File: src/rtl/phy_pkg.sv
// Shared constants for the PHY receive lane: comma symbol and aligner state codes.
package phy_pkg;

    // Idle/comma symbol the transmitter sends whenever it has no payload.
    localparam logic [7:0] COM_SYMBOL = 8'hBC;

    // Aligner state encoding, kept as plain 2-bit constants for older tools.
    typedef logic [1:0] rx_state_t;
    localparam rx_state_t ST_HUNT   = 2'd0;
    localparam rx_state_t ST_ALIGN  = 2'd1;
    localparam rx_state_t ST_LOCKED = 2'd2;

endpackage

File: src/rtl/phy_rx_comma_aligner.sv
// Finds byte boundaries in the serial stream using COM symbols and, once
// SYNC_COUNT boundary-aligned COMs have been seen in a row, strobes out
// each received byte on its boundary.
module phy_rx_comma_aligner
    import phy_pkg::*;
#(
    parameter logic [7:0]  COM        = COM_SYMBOL,
    parameter int unsigned SYNC_COUNT = 4
) (
    input  logic       clk_32f,
    input  logic       reset,
    input  logic       serial_in,
    output logic [7:0] rx_byte,
    output logic       byte_stb,
    output logic       is_com,
    output logic       locked,
    output rx_state_t  state
);

    localparam logic [3:0] SYNC_LIM = 4'(SYNC_COUNT);

    logic [7:0] sr;
    logic [2:0] bit_cnt;
    logic [3:0] com_cnt;
    logic [7:0] byte_next;
    logic       next_is_com;
    logic       boundary;

    // The byte completed by the bit arriving this cycle.
    assign byte_next   = {sr[6:0], serial_in};
    assign next_is_com = (byte_next == COM);
    assign boundary    = (bit_cnt == 3'd7);

    assign rx_byte  = byte_next;
    assign is_com   = next_is_com;
    assign byte_stb = (state == ST_LOCKED) && boundary;
    assign locked   = (state == ST_LOCKED);

    // Shift register, bit phase counter, COM run counter and alignment FSM.
    always_ff @(posedge clk_32f) begin
        if (reset) begin
            sr      <= 8'd0;
            bit_cnt <= 3'd0;
            com_cnt <= 4'd0;
            state   <= ST_HUNT;
        end else begin
            sr <= byte_next;
            case (state)
                ST_HUNT: begin
                    // Any bit position may start a byte; the matching COM defines the boundary.
                    if (next_is_com) begin
                        bit_cnt <= 3'd0;
                        com_cnt <= 4'd1;
                        state   <= ST_ALIGN;
                    end
                end
                ST_ALIGN: begin
                    bit_cnt <= bit_cnt + 3'd1;
                    if (boundary) begin
                        if (next_is_com) begin
                            com_cnt <= com_cnt + 4'd1;
                            if (com_cnt + 4'd1 == SYNC_LIM) begin
                                state <= ST_LOCKED;
                            end
                        end else begin
                            com_cnt <= 4'd0;
                            state   <= ST_HUNT;
                        end
                    end
                end
                ST_LOCKED: begin
                    // Lock is held until reset; only the bit phase keeps moving.
                    bit_cnt <= bit_cnt + 3'd1;
                end
                default: begin
                    state <= ST_HUNT;
                end
            endcase
        end
    end

endmodule

File: src/rtl/phy_rx_word_assembler.sv
// Receive lane word assembler: aligns to COM symbols, then packs four
// non-COM bytes into a 32-bit word, first byte in the top lane.
// Interface: valid_out is a one-cycle strobe with no back-pressure; data_out
// is meaningful in the cycle valid_out is high and holds until the next word.
module phy_rx_word_assembler
    import phy_pkg::*;
#(
    parameter logic [7:0]  COM        = COM_SYMBOL,
    parameter int unsigned SYNC_COUNT = 4
) (
    input  logic        clk_32f,
    input  logic        reset,
    input  logic        serial_in,
    output logic [31:0] data_out,
    output logic        valid_out,
    output logic        sync_locked,
    output logic        err_partial,
    output logic [1:0]  rx_state
);

    logic [7:0]  rx_byte;
    logic        byte_stb;
    logic        is_com;
    logic        locked;
    rx_state_t   state;
    logic [1:0]  byte_idx;
    logic [23:0] word_buf;

    phy_rx_comma_aligner #(
        .COM        (COM),
        .SYNC_COUNT (SYNC_COUNT)
    ) u_aligner (
        .clk_32f   (clk_32f),
        .reset     (reset),
        .serial_in (serial_in),
        .rx_byte   (rx_byte),
        .byte_stb  (byte_stb),
        .is_com    (is_com),
        .locked    (locked),
        .state     (state)
    );

    assign sync_locked = locked;
    assign rx_state    = state;

    // Collect payload bytes into lanes and publish each completed word.
    always_ff @(posedge clk_32f) begin
        if (reset) begin
            data_out    <= 32'd0;
            valid_out   <= 1'b0;
            err_partial <= 1'b0;
            byte_idx    <= 2'd0;
            word_buf    <= 24'd0;
        end else begin
            valid_out   <= 1'b0;
            err_partial <= 1'b0;
            if (byte_stb) begin
                if (is_com) begin
                    // Idle symbol: a half-built word cannot be completed, so drop it.
                    if (byte_idx != 2'd0) begin
                        err_partial <= 1'b1;
                    end
                    byte_idx <= 2'd0;
                end else begin
                    case (byte_idx)
                        2'd0:    word_buf[23:16] <= rx_byte;
                        2'd1:    word_buf[15:8]  <= rx_byte;
                        2'd2:    word_buf[7:0]   <= rx_byte;
                        default: begin
                            data_out  <= {word_buf, rx_byte};
                            valid_out <= 1'b1;
                        end
                    endcase
                    byte_idx <= byte_idx + 2'd1;
                end
            end
        end
    end

endmodule

File: config.mk
export PLATFORM = sky130hd
export DESIGN_NAME = phy_rx_word_assembler
export DESIGN_NICKNAME = d
export VERILOG_FILES = /design/src/rtl/phy_pkg.sv /design/src/rtl/phy_rx_comma_aligner.sv /design/src/rtl/phy_rx_word_assembler.sv
export SDC_FILE = /design/constraint.sdc
export NUM_CORES = 1
export LEC_CHECK = 0
export ABC_AREA = 1
export CAP_MARGIN = 20
export CELL_PAD_IN_SITES_DETAIL_PLACEMENT = 1
export CELL_PAD_IN_SITES_GLOBAL_PLACEMENT = 1
export CORE_ASPECT_RATIO = 1.25
export CORE_MARGIN = 3
export CORE_UTILIZATION = 43
export DETAILED_ROUTE_END_ITERATION = 10
export PLACE_DENSITY = 0.86
export SETUP_SLACK_MARGIN = 0.15
export SKIP_CTS_REPAIR_TIMING = 1
export SLEW_MARGIN = 20
export SYNTH_ARGS = -nofsm -noshare
export SYNTH_HDL_FRONTEND = slang
export SYNTH_SLANG_ARGS = --single-unit
File: constraint.sdc
create_clock -name clk_32f -period 3.2 [get_ports clk_32f]
set_clock_uncertainty 0.2 [all_clocks]
set_input_delay 0.64 -clock clk_32f [delete_from_list [all_inputs] [get_ports clk_32f]]
set_output_delay 0.64 -clock clk_32f [all_outputs]
set_load 0.02 [all_outputs]
==> out/metrics.cfg <==
[sta]
rsz0062_at_grt = no
max_freq_mhz = 405
layout_worst_path_cycle_share_pct = 77.1
setup_tns_ps = 0
worst_pin_slew_ps = 470
fin_crit_ps = 2470
max_slew_margin_pct = 68.7
final_max_slew_viol_count = 0
setup_violations = 0
hold_viol = 0

[cells_and_area]
final_area_um2 = 3580
finish.utilization_pct = 53.9
nNetsFinal = 418
final_common_cell = inv_1
fillers = 816
areaGrowthSynthToFinish_pct = 19.9
diodes = 0
seqCellArea_um2 = 1520
most-common-layout-cells = 77 x inv_1, 76 x dfxtp_1, 65 x a21oi_1, 39 x o21ai_0, 39 x clkdlybuf4s50_1
multi_input_comb_area_um2 = 1070
drive_above_1_share_pct = 6.37

[power]
total_power_uw = 1950
power-per-cell-area_nw_per_um2 = 545
ir_drop_mv = 0.324
p_leak_uw = 0.00128

[critical_path]
crit_arrival_ps = 2500
reg2reg_slack_ps = 860
worstReg2RegStart = u_aligner.bit_cnt[0]
critPathMaxFanout = 47
path_class = in -> reg
start_kind = input pin
cp-end-kind = flip-flop
cp.required_ps = 3230
crit_start = serial_in

[global_routing]
first_global_vias = 2607
grt_pass1_wl_um = 11600
grt_max_degree = 60
gr-total-overflow = 0
antenna_found_initial = 0
gr-usage-all-layers_pct = 18.3

[hold_path]
hold_path_class = reg -> reg
min-delay-start = data_out[25]

[logic_synthesis]
yosysWarnings = 0
async_flop_share_pct = 0
syn_nets = 383
synth.distinct_cells = 25
yosysSeqAreaShare_pct = 50.9
syn_inst = 369
synth_edf_count = 0
netlist_area_um2 = 2990
synth_ff_type = dfxtp_1
synth_seq_cells = 76
syn_avg_cell_area_um2 = 8.10

[floorplanning]
core_area_um2 = 6650
die_x_um = 80.6
die_y_um = 99.2
num_io_pins = 40
start_util_pct = 45.0
rows = 33
dieArea_um2 = 8000

[route]
drc = 0
first_pass_iters = 4
drt_iter0_markers = 110
drtAntennaViolNets = 0
routed_wl_um = 6710
vias = 2451
wl_per_cell_um = 13.5
via_per_inst = 4.95

[placement]
io_buffers = 39
place_area_um2 = 3420
dp_hpwl_um = 4620
gp_congestion = 0.775

[cts]
clk_pin_slew_ps = 80
htreeDepth = 3
clockRootBuffer = clkbuf_8
tritoncts = done
clk_path_buf_depth = 2
cts.sinks = 76
worstSkewPairLatency_ps = 330
numCtsBuffers = 9

[job]
drv_cap = 0

[outcome]
outcome = finished, final reports clean

## stage by stage
stage	hold WS [ps]	cells	worst slack [ps]
2_1_floorplan	220	369	1250
3_3_place_gp	233	480	514
3_5_place_dp	237	480	423
4_1_cts	249	495	731
5_1_grt	269	495	542
6_report	246	495	732
## per-layer routing
metal / share of wire (%) / GRT usage, % / vias to the layer above
li1: - / - / 1247
met1: 42 / 19.9 / 1140
met2: 53 / 32.8 / 42
met3: 2.5 / 2.81 / 22
met4: 3.1 / 10.9 / 0
met5: 0 / 0 / -
## logic make-up (layout without fill, tap and decap cells)
group / after synthesis / in the layout / share of synthesized area [%]
flops: 76 / 76 / 50.9
buf+inv: 95 / 134 / 13.3
xor+xnor: 2 / 2 / 0.586
fa+ha+maj: 11 / 11 / 4.60
compound gates: 125 / 125 / 21.0
simple gates: 60 / 60 / 9.67
## critical path: stages
cell and delay (ps):
clkdlybuf4s50_1 550, inv_1 80, nand2_1 90, nor2_2 80, nand2_4 130, nand3_2 340
buf_12 320, o21ai_0 190, a21oi_1 60
## layout make-up
cell class | instances | share of cell area [%]
clock buffer | 11 | 3.94
clock inverter | 4 | 0.733
inverter | 77 | 8.06
multi-input combinational | 198 | 29.9
sequential | 76 | 42.4
tap | 87 | 3.04
timing repair buffer | 42 | 11.9
## cells in the mapped netlist (all sizes together) (2+ instances only)
master / instances / area [um^2]
ha: 11 / 138
inv: 77 / 289
nand3: 11 / 75.1
nor2: 24 / 97.6
buf: 12 / 85.1
nand4: 2 / 12.5
o21ai: 59 / 295
clkbuf: 6 / 22.5
nand2: 20 / 85.1
dfxtp: 76 / 1520
a21oi: 65 / 325
## flip-flops by register name, indices dropped and copies added, names as in the netlist
register / count
u_aligner.com_cnt: 4
err_partial: 1
u_aligner.sr: 7
u_aligner.state: 2
byte_idx: 2
data_out: 32
u_aligner.bit_cnt: 3
word_buf: 24
valid_out: 1
## report_power, final
group          leakage (uW)  total [uW]  internal, uW  switching, uW
registers          0.000613         999           972           26.3
clock network     0.0000852         630           297            333
logic              0.000580         326           118            208
## path summary, 6_finish.rpt
check / endpoint / cells past startpoint
worst max-delay path: data_out[13] / 9
worst min register to register: data_out[25] / 2
worst max register to register: data_out[13] / 8
worst min-delay path: data_out[25] / 2
Note: power is estimated with default switching activity, not from simulation.
